File: src/rtl/cms_ctrl_sequencer.sv
// cms_ctrl_sequencer
//
// Arbitrates control-register writes from two requesters onto the single
// ctrl_addr / ctrl_wdata / ctrl_write_enable bus of the continuous
// monitoring system. Requester 0 is the host (AXI GPIO) and requester 1 is
// the on-chip debug/trigger unit.
//
// Every accepted write is shaped as SETUP (1 cycle), STROBE (PULSE_CYCLES
// cycles) and HOLD (GAP_CYCLES cycles). Address and data stay stable across
// the whole sequence. This lets both posedge-triggered and level-triggered
// control modes in the monitor latch exactly once.
//
// Ports
//   clk, rst_n             clock, asynchronous active-low reset
//   req0_* / req1_*        valid/ready write request channels (addr, wdata)
//   ctrl_addr, ctrl_wdata  registered write address/data to the monitor
//   ctrl_write_enable      write strobe to the monitor
//   busy                   high whenever the sequencer is not idle
//   issued_count           number of strobes issued, wraps modulo 2^32
//   drop_count             (only with CMS_CTRL_SEQ_ADDR_CHECK_EN) saturating
//                          count of writes dropped for an out-of-range address
//
// Optional feature macro: CMS_CTRL_SEQ_ADDR_CHECK_EN
//   When defined, handshakes whose address is above 9 (ADDR_CLK_COUNTER) are
//   accepted but dropped. Nothing is issued for them, and drop_count is
//   incremented.

module cms_ctrl_sequencer #(
  parameter int CTRL_ADDR_WIDTH = 8,
  parameter int CTRL_DATA_WIDTH = 64,
  parameter int PULSE_CYCLES    = 1,
  parameter int GAP_CYCLES      = 2
) (
  input  logic                       clk,
  input  logic                       rst_n,
  input  logic                       req0_valid,
  output logic                       req0_ready,
  input  logic [CTRL_ADDR_WIDTH-1:0] req0_addr,
  input  logic [CTRL_DATA_WIDTH-1:0] req0_wdata,
  input  logic                       req1_valid,
  output logic                       req1_ready,
  input  logic [CTRL_ADDR_WIDTH-1:0] req1_addr,
  input  logic [CTRL_DATA_WIDTH-1:0] req1_wdata,
  output logic [CTRL_ADDR_WIDTH-1:0] ctrl_addr,
  output logic [CTRL_DATA_WIDTH-1:0] ctrl_wdata,
  output logic                       ctrl_write_enable,
  output logic                       busy,
`ifdef CMS_CTRL_SEQ_ADDR_CHECK_EN
  output logic [15:0]                drop_count,
`endif
  output logic [31:0]                issued_count
);

  typedef enum logic [1:0] {IDLE, SETUP, STROBE, HOLD} state_t;

  // Counters are loaded with N-1 so that a phase lasts exactly N cycles.
  localparam logic [3:0] PulseInit = 4'(PULSE_CYCLES - 1);
  localparam logic [3:0] GapInit   = 4'(GAP_CYCLES - 1);

  state_t                     state_q, state_d;
  logic                       lastGrant_q, lastGrant_d;
  logic [3:0]                 cnt_q, cnt_d;
  logic [CTRL_ADDR_WIDTH-1:0] addr_q, addr_d;
  logic [CTRL_DATA_WIDTH-1:0] wdata_q, wdata_d;
  logic [31:0]                issuedCount_q, issuedCount_d;

  logic                       grant0, grant1, isIdle, handshake, addrOk;
  logic [CTRL_ADDR_WIDTH-1:0] selAddr;
  logic [CTRL_DATA_WIDTH-1:0] selData;

  // Round-robin arbitration. Requester 1 wins only when it is the sole
  // requester, or when requester 0 was granted last.
  assign grant1    = req1_valid & (~req0_valid | ~lastGrant_q);
  assign grant0    = req0_valid & ~grant1;
  assign isIdle    = (state_q == IDLE);
  assign req0_ready = grant0 & isIdle;
  assign req1_ready = grant1 & isIdle;
  assign handshake = req0_ready | req1_ready;
  assign selAddr   = grant1 ? req1_addr  : req0_addr;
  assign selData   = grant1 ? req1_wdata : req0_wdata;

`ifdef CMS_CTRL_SEQ_ADDR_CHECK_EN
  localparam logic [CTRL_ADDR_WIDTH-1:0] MaxAddr = CTRL_ADDR_WIDTH'(9);
  logic [15:0] dropCount_q, dropCount_d;

  assign addrOk = (selAddr <= MaxAddr);

  always_comb begin
    dropCount_d = dropCount_q;
    if (handshake && !addrOk && dropCount_q != 16'hFFFF) begin
      dropCount_d = dropCount_q + 16'd1;
    end
  end

  always_ff @(posedge clk or negedge rst_n) begin
    if (!rst_n) begin
      dropCount_q <= '0;
    end else begin
      dropCount_q <= dropCount_d;
    end
  end

  assign drop_count = dropCount_q;
`else
  assign addrOk = 1'b1;
`endif

  always_comb begin
    state_d       = state_q;
    lastGrant_d   = lastGrant_q;
    cnt_d         = cnt_q;
    addr_d        = addr_q;
    wdata_d       = wdata_q;
    issuedCount_d = issuedCount_q;
    case (state_q)
      IDLE: begin
        if (handshake) begin
          lastGrant_d = grant1;
          // A dropped write remains in IDLE. The sequencer is therefore
          // idle again on the cycle after the handshake.
          if (addrOk) begin
            addr_d  = selAddr;
            wdata_d = selData;
            state_d = SETUP;
          end
        end
      end
      SETUP: begin
        state_d       = STROBE;
        cnt_d         = PulseInit;
        issuedCount_d = issuedCount_q + 32'd1;
      end
      STROBE: begin
        if (cnt_q == 4'd0) begin
          state_d = HOLD;
          cnt_d   = GapInit;
        end else begin
          cnt_d = cnt_q - 4'd1;
        end
      end
      HOLD: begin
        if (cnt_q == 4'd0) begin
          state_d = IDLE;
        end else begin
          cnt_d = cnt_q - 4'd1;
        end
      end
      default: state_d = IDLE;
    endcase
  end

  // lastGrant resets to 1 so that requester 0 wins the first contention.
  always_ff @(posedge clk or negedge rst_n) begin
    if (!rst_n) begin
      state_q       <= IDLE;
      lastGrant_q   <= 1'b1;
      cnt_q         <= '0;
      addr_q        <= '0;
      wdata_q       <= '0;
      issuedCount_q <= '0;
    end else begin
      state_q       <= state_d;
      lastGrant_q   <= lastGrant_d;
      cnt_q         <= cnt_d;
      addr_q        <= addr_d;
      wdata_q       <= wdata_d;
      issuedCount_q <= issuedCount_d;
    end
  end

  // The strobe is decoded directly from the state register. An asynchronous
  // reset therefore drops it immediately.
  assign ctrl_write_enable = (state_q == STROBE);
  assign busy              = ~isIdle;
  assign ctrl_addr         = addr_q;
  assign ctrl_wdata        = wdata_q;
  assign issued_count      = issuedCount_q;

endmodule

File: config.mk
export PLATFORM = sky130hd
export DESIGN_NAME = cms_ctrl_sequencer
export DESIGN_NICKNAME = d
export VERILOG_FILES = /design/src/rtl/cms_ctrl_sequencer.sv
export SDC_FILE = /design/constraint.sdc
export NUM_CORES = 1
export LEC_CHECK = 0
export ABC_AREA = 0
export BUFFER_PORTS_ARGS = -buffer_cell sky130_fd_sc_hd__buf_2
export CORE_AREA = 2 2 147 149
export CTS_CLUSTER_DIAMETER = 40
export CTS_CLUSTER_SIZE = 16
export DETAILED_ROUTE_END_ITERATION = 16
export DIE_AREA = 0 0 149 151
export PLACE_DENSITY = 0.53
export SETUP_SLACK_MARGIN = 0.02
export SYNTH_ARGS = -nofsm -noshare
export SYNTH_HDL_FRONTEND = slang
export SYNTH_SLANG_ARGS = --single-unit
File: constraint.sdc
create_clock -name clk -period 2.9 [get_ports clk]
set_clock_uncertainty 0.05 [all_clocks]
set_input_delay 0.29 -clock clk [delete_from_list [all_inputs] [get_ports clk]]
set_output_delay 0.29 -clock clk [all_outputs]
set_load 0.005 [all_outputs]
==> metrics, run 1 <==
Reg clk slew, reported paths 0.08 ns; peak fanout along the critical path 9; Max Clk Rate 472 MHz; Filler Cells Inserted 2153; wire per inst 13.3 microns; vias in the first global route 4129; CP Buf/Inv Count 1; WL met3 932 microns; share of cells above drive strength 1 39.5%; Relative slew margins 49.6%; Synth Net Count 644; slew at the pin closest to its max-slew limit 0.753 ns; Mapped Area 0.00518 sq mm; Die Ht 151 microns; setup_tns 0 ns; post-detail-place hpwl 10700 microns; Hold Startpoint req0_wdata[57]; Synth area leader dfrtp_1; crit end category register; cell area power density 841 mW/mm^2; Detailed Routing Iterations Pass 1 4; worst r2r dst issued_count[29]$_DFFE_PN0N_; Met2 Wirelength 6390 microns; FF-to-FF setup slack 0.78 ns; first-pass GRT wire length 21300 microns; final hold vios 0; core area 0.0208 sq mm; Crit Path Category reg -> reg; R2R depth 6; routability cong. 0.792; Met1 Routed Length 6080 microns; GR Overflow Total 0; Critical Path AT 2.30 ns; total number of vias 4329; CP startpoint kind register; # clock sinks 111; hold slack final 0.172 ns; clock latency on the worst-skew pair 0.35 ns; GR Util All Layers 12.1%; DRT iter0 DRCs 88; vias per cell 4.20; worst stage delay on the critical path 0.54 ns; total CTS buffers 9; Yosys warnings 0; PortBufs 255; slowest stage cell, crit path nor4_4; Hold Path End ctrl_wdata[57]$_DFFE_PN0P_; Period Utilization, post-route 73.1%; Final Critical Period 2.12 ns; antenna diode count 0; Ports 256; Avg Cell Area, Syn 10.6 sq um; largest cells by area after synthesis dfrtp_1, mux2i_1, o21ai_0; starting density of the core 24.9%; Synth cell types 35; Pwr Total 6070 uW; DR top layer met5; Max VDD drop 0.251 mV; Reg-to-Reg Start state_q[1]$_DFFE_PN0P_; DIE AREA 0.0225 sq mm; Area after DPL 0.00691 sq mm; fin. max-slew vios 0; Cell Rows 53; Post-CTS Resized 0; HP Class in -> reg; Seq/Total Area, Yosys 53.7%; Final Cell Area 0.00721 sq mm; fin nets 905; H-tree depth 3; Clock Tree Buf Depth 2; worst hold stages 3; #FFs+latches synth 111; Synth Instances 489; Lkg Pwr 0.00377 uW; unrepaired setup endpoints after global routing no; Async S/R FF share, synth 100%; Post-synth EDFFs 0; Max-Cap Viols 0; CTS root buffer clkbuf_16; # setup viols final 0; total wire length 13700 microns; Area growth syn-to-layout 39.2%; worst path cell trace inv_1 -> ha_1 -> nand4_2 -> nor4_4 -> nand4_1 -> xnor2_1; Top Family by Delay on Critical Path simple AND/OR/NAND/NOR gates; Worst EP required 3.08 ns; initial antenna violation count 1; status completed; Post-synth top flop dfrtp_1; antenna-violating nets left 0; die width 149 microns; DRC errors left 0; CTS tree built; Synth top area share 53.2%; largest net degree at the start of global routing 69
[state kept, by name, summed over array words and instances (netlist names)]
| name | cells |
|---|---|
| state_q | 2 |
| ctrl_wdata | 64 |
| cnt_q | 4 |
| lastGrant_q | 1 |
| ctrl_addr | 8 |
| issued_count | 32 |
[worst reg2reg max path, stage by stage (launching register included)]
cell	delay [ns]
dfrtp_1	0.40
inv_1	0.10
ha_1	0.33
nand4_2	0.24
nor4_4	0.54
nand4_1	0.19
xnor2_1	0.16
[stage by stage]
step	std cells	setup slack, ns	utilization, %
finish	1030	0.780	34.6
global route	1030	0.621	34.6
CTS	1030	0.747	34.6
global placement	1013	0.832	33.2
detailed placement	1013	0.749	33.2
floorplan	489	1.04	-
[kinds of logic (layout without fill, tap and decap cells)]
kind of cell / Yosys count / in the layout / synth area share, %
adder cells (fa/ha/maj): 7 / 7 / 1.69
buffers and inverters: 37 / 303 / 2.88
flip-flops: 111 / 111 / 53.7
AO/OA/AOI/OAI: 91 / 91 / 9.42
multiplexers: 74 / 74 / 14.3
AND/OR/NAND/NOR: 137 / 137 / 12.6
XOR/XNOR: 32 / 32 / 5.41
[per-layer routing]
metal | global-route usage (%) | vias to the layer above
li1 | - | 2213
met1 | 15.7 | 1935
met2 | 19.4 | 163
met3 | 3.04 | 16
met4 | 4.95 | 2
met5 | 0 | -
[cells in the mapped netlist, types with 5 or more instances]
cell and n:
dfrtp_1 110, nor3_1 5, clkbuf_1 15, nor2_1 11, nand4_1 10, nand2_1 83, buf_2 8, xor2_1 8
a21oi_1 7, o21ai_0 74, xnor2_1 24, inv_1 14, mux2i_1 73, nand3_1 14, ha_1 7
[final cells by class]
cell class                 count  area, sq um  area share [%]
sequential                   111         2780            38.5
multi-input combinational    341         2270            31.5
timing repair buffer         273         1470            20.3
tap                          275          344            4.77
clock buffer                  10          239            3.31
clock inverter                 6         55.1           0.764
inverter                      14         52.6           0.729
[power by group]
part / internal (uW) / switching (uW)
clock network: 630 / 612
logic: 1100 / 1240
registers: 2130 / 356
total: 3860 / 2210
[how the worst max path moves through the flow]
stage	start	end	slack [ns]	cells after the start
after floorplan	state_q[1]$_DFFE_PN0P_	issued_count[30]$_DFFE_PN0N_	1.04	6
after global placement	state_q[1]$_DFFE_PN0P_	issued_count[30]$_DFFE_PN0N_	0.83	6
after detailed placement	state_q[1]$_DFFE_PN0P_	issued_count[29]$_DFFE_PN0N_	0.75	6
after CTS	state_q[1]$_DFFE_PN0P_	issued_count[30]$_DFFE_PN0N_	0.75	6
after global routing	state_q[1]$_DFFE_PN0P_	issued_count[30]$_DFFE_PN0N_	0.62	6
final	state_q[1]$_DFFE_PN0P_	issued_count[29]$_DFFE_PN0N_	0.78	6
[placed cells by master (no fill, tap or decap), types with 7 or more instances in the layout]
cell type  Yosys  final
ha_1           7      7
inv_1         14     14
nand3_1       14     14
nand2_1       83     83
buf_4          0     14
mux2i_1       73     73
nor2_1        11     11
buf_2          8    254
nand4_1       10     10
o21ai_0       74     74
a21oi_1        7      7
dfrtp_1      110    110
xnor2_1       24     24
xor2_1         8      8
clkbuf_16      0      9
[timing repair]
item	CTS	global route
setup buffers	0	0
hold buffers	1	0
hold endpoints to repair	37	0
(Power assumes the default switching activity.)
==> inputs of run 2 (changes only) <==
PLACE_DENSITY = 0.54   (was 0.53)
clock period = 1.8 ns   (was 2.9 ns; I/O delays follow)
==> run 2 against run 1 <==
Against the previous run:
- combinational power grew 70%
- sequential share of layout area shrank 0.83 points
- final area grew 2.3%
- total power grew 65%
- global-route usage grew 0.66 points
- cell count grew 1.4%
- clock-buffer cell count is the same
- via count grew 2.4%
- critical endpoint is now req1_ready
==> metrics, run 2 (synthesis gave the netlist of run 1 again) <==
total number of vias 4431; H-tree depth 3; DIE AREA 0.0225 sq mm; DRT iter0 DRCs 96; GR Overflow Total 0; fin nets 919; wire per inst 13.9 microns; # setup viols final 0; GR Util All Layers 12.8%; cell area power density 1360 mW/mm^2; starting density of the core 24.9%; CTS root buffer clkbuf_16; Period Utilization, post-route 93.7%; largest net degree at the start of global routing 62; Critical Path AT 1.46 ns; first-pass GRT wire length 22300 microns; Max Clk Rate 593 MHz; status completed; Pwr Total 10000 uW; post-detail-place hpwl 11200 microns; initial antenna violation count 0; setup_tns 0 ns; peak fanout along the critical path 6; slew at the pin closest to its max-slew limit 0.488 ns; fin. max-slew vios 0; Detailed Routing Iterations Pass 1 4; # clock sinks 111; Lkg Pwr 0.00384 uW; unrepaired setup endpoints after global routing no; Cell Rows 53; Max-Cap Viols 0; Area growth syn-to-layout 42.4%; routability cong. 0.768; total CTS buffers 9; commonest non-fill, non-tap cell in the layout buf_2; vias per cell 4.24; antenna-violating nets left 0; PortBufs 255; crit end category output pin; share of cells above drive strength 1 41.4%; DRC errors left 0; Final Critical Period 1.69 ns; core area 0.0208 sq mm; Max VDD drop 0.417 mV; die width 149 microns; Die Ht 151 microns; total wire length 14500 microns; CTS tree built; Clock Tree Buf Depth 2; CP startpoint kind register; clock latency on the worst-skew pair 0.35 ns; Crit Path Category reg -> out; most frequent cells in the layout buf_2, dfrtp_1, nand2_1, o21ai_0, mux2i_1; Setup Buffers After CTS 0; Ports 256; Worst EP required 1.57 ns; max reg flops 64; Reg clk slew, reported paths 0.09 ns; final hold vios 0; antenna diode count 0; vias in the first global route 4277; Relative slew margins 67.3%; HP Class in -> reg
run 2: cell types whose count changed in the layout (fill, tap and decap cells not counted), moves of 2 or more:
cell	previous run	this run
buf_6	0	3
inv_6	5	2
buf_4	14	25
inv_2	0	2
inv_1	14	12
ha_4	0	2
ha_1	7	5
run 2: what timing repair did:
item	in CTS	in global routing
hold buffers	1	0
gates resized for setup	1	12
endpoints found under the hold margin	110	0
cloned	0	0
pin swaps	0	0
setup endpoints to repair	1	45
run 2: routing by layer:
layer | vias up | GRT usage (%) | share of wire [%]
li1 | 2234 | - | -
met2 | 157 | 20.9 | 47
met3 | 9 | 4.04 | 7.8
met5 | - | 0 | 0
met1 | 2031 | 16.1 | 44
met4 | 0 | 4.43 | 1.2
run 2: area by class of cell:
type / count / area [sq um]
Fill cell: 2142 / 13500
Tap cell: 275 / 344
Timing Repair Buffer: 287 / 1580
Sequential cell: 111 / 2780
Multi-Input combinational cell: 341 / 2310
Clock buffer: 10 / 229
Inverter: 14 / 52.6
Clock inverter: 6 / 75.1
run 2: worst max-delay path: stages, from the launching register on:
cell and delay (ns):
dfstp_2 0.56, a21boi_4 0.06, buf_4 0.17, and2_1 0.17, buf_2 0.13
run 2: worst paths after layout:
kind	slack, ns	endpoint	startpoint	cells past startpoint
min in group asynchronous	0.12	ctrl_wdata[30]$_DFFE_PN0P_	rst_n	2
min reg2reg	0.43	ctrl_wdata[30]$_DFFE_PN0P_	ctrl_wdata[30]$_DFFE_PN0P_	2
max reg2reg	0.15	issued_count[25]$_DFFE_PN0N_	state_q[1]$_DFFE_PN0P_	7
max	0.11	req1_ready	lastGrant_q$_DFFE_PN1P_	4
max in group asynchronous	1.05	ctrl_addr[4]$_DFFE_PN0P_	rst_n	3
min	0.05	ctrl_wdata[54]$_DFFE_PN0P_	req0_wdata[54]	3
run 2: report_power, final:
part / leakage [uW] / switching, uW / internal, uW
registers: 0.00141 / 542 / 3430
clock network: 0.000146 / 983 / 1110
logic: 0.00228 / 2070 / 1890
run 2: per-stage QoR:
step	utilization (%)	instances	setup WS [ns]	hold slack (ns)	instance area (sq um)
finish	35.4	1044	0.113	0.0511	7370
global route	35.4	1044	0.0243	0.0584	7370
CTS	35.2	1044	0.0198	0.0377	7330
detailed placement	33.7	1027	0.0218	-0.0614	7010
global placement	33.7	1027	0.0617	-0.0589	7010
floorplan	-	489	0.0395	-0.166	5180
==> inputs of run 3 (changes only) <==
CTS_BUF_LIST = sky130_fd_sc_hd__clkbuf_8   (was default)
MAX_ROUTING_LAYER = met4   (was default)
==> run 3 against run 2 <==
Against the previous run:
- via count up 1.8%
- register-to-register slack about the same
- core utilization increased by 0.60 points
- clock power decreased by 24%
- first-iteration DRC count fell by 3.1%
- die area stayed put
- critical path depth is 1 higher
- sequential power barely moved
- flip-flop and latch count did not move
- clock-buffer cell count is 1 lower
- cell count up 2.1%
- final area grew 1.7%
==> metrics, run 3 (synthesis gave the netlist of run 1 again) <==
fin. max-slew vios 0; routability cong. 0.779; starting density of the core 24.9%; wire per inst 13.9 microns; first-pass GRT wire length 22900 microns; share of cells above drive strength 1 40.7%; initial antenna violation count 0; total number of vias 4512; Period Utilization, post-route 91.9%; HP Class in -> reg; commonest non-fill, non-tap cell in the layout buf_2; post-detail-place hpwl 11200 microns; GR Overflow Total 0; DIE AREA 0.0225 sq mm; Worst EP required 1.57 ns; CTS root buffer clkbuf_8; PortBufs 255; setup_tns 0 ns; Area growth syn-to-layout 44.8%; Max VDD drop 0.466 mV; CTS tree built; Relative slew margins 69.5%; Crit Path Category reg -> out; max reg flops 64; Ports 256; Critical path origin state_q[0]$_DFFE_PN0P_; H-tree depth 3; Reg clk slew, reported paths 0.13 ns; DRC errors left 0; # setup viols final 0; largest net degree at the start of global routing 62; Max Clk Rate 604 MHz; antenna diode count 0; core area 0.0208 sq mm; Critical Path AT 1.42 ns; Clock Tree Buf Depth 2; Filler Cells Inserted 2137; Max-Cap Viols 0; GR Util All Layers 13.4%; fin nets 941; vias per cell 4.23; Detailed Routing Iterations Pass 1 5; slew at the pin closest to its max-slew limit 0.456 ns; final hold vios 0; Hold Startpoint req0_wdata[63]; crit end category output pin; status completed; total CTS buffers 9; die width 149 microns; Reg-to-Reg Start state_q[1]$_DFFE_PN0P_; peak fanout along the critical path 5; Die Ht 151 microns; cell area power density 1280 mW/mm^2; most frequent cells in the layout buf_2, dfrtp_1, nand2_1, o21ai_0, mux2i_1; vias in the first global route 4411; unrepaired setup endpoints after global routing no; CP startpoint kind register; total wire length 14800 microns; worst slack, placed 0.0218 ns; # clock sinks 111; clock latency on the worst-skew pair 0.39 ns; Final Critical Period 1.65 ns; DRT iter0 DRCs 93; Lkg Pwr 0.00389 uW; final worst slack 0.145 ns; antenna-violating nets left 0; Cell Rows 53
run 3: cell types whose count changed in the layout (fill, tap and decap cells not counted), sizes merged:
cell	change
inv	+1
dlygate4sd3	+21
buf	+1
clkbuf	-1
run 3: power by group:
part | internal, uW | switching [uW] | total (uW)
Clock | 663 | 924 | 1590
Sequential | 3430 | 553 | 3980
Combinational | 1930 | 2100 | 4030
run 3: timing repair:
| item | CTS | global route |
|---|---|---|
| buffers inserted | 0 | 2 |
| hold endpoints to repair | 124 | 0 |
| pin swaps | 0 | 1 |
| hold buffers | 22 | 0 |
| gates cloned | 0 | 0 |
| endpoints found under the setup margin | 3 | 22 |
| gates resized for setup | 2 | 13 |
run 3: final timing paths:
| check | depth (start not counted) | endpoint | slack (ns) |
|---|---|---|---|
| setup / recovery | 5 | req0_ready | 0.15 |
| hold / removal | 3 | ctrl_wdata[63]$_DFFE_PN0P_ | 0.03 |
| setup reg to reg | 7 | issued_count[26]$_DFFE_PN0N_ | 0.15 |
| hold reg to reg | 2 | ctrl_wdata[30]$_DFFE_PN0P_ | 0.43 |
| max in group asynchronous | 3 | ctrl_addr[4]$_DFFE_PN0P_ | 1.08 |
| min in group asynchronous | 2 | ctrl_wdata[30]$_DFFE_PN0P_ | 0.08 |
run 3: worst max-delay path: stages, from the launching register on:
cell	delay, ns
dfrtp_2	0.47
inv_2	0.09
ha_4	0.18
nand2_1	0.06
nor2_1	0.12
buf_2	0.14
run 3: area by class of cell:
| class | instances | area [sq um] | area share (%) |
|---|---|---|---|
| clock buffers | 9 | 124 | 1.65 |
| clock inverters | 7 | 78.8 | 1.05 |
| inverters | 14 | 52.6 | 0.701 |
| multi-input cells | 341 | 2320 | 31.0 |
| flip-flops and latches | 111 | 2780 | 37.1 |
| well taps | 275 | 344 | 4.59 |
| repair buffers | 309 | 1790 | 23.9 |
run 3: per-layer routing:
layer	track usage, %	wire [microns]
met5	-	0
met3	3.49	997
met4	4.81	209
met1	16.5	6510
met2	21.5	7090
run 3: stage by stage:
step	cell area [sq um]	utilization, %	power (uW)	hold slack, ns	cells
after floorplan	5180	-	6050	-0.166	489
after global placement	7010	33.7	7910	-0.0589	1027
after detailed placement	7010	33.7	7980	-0.0614	1027
after CTS	7440	35.7	9680	0.0000832	1065
after global routing	7500	36.0	10500	0.00846	1066
final	7500	36.0	9600	0.0293	1066
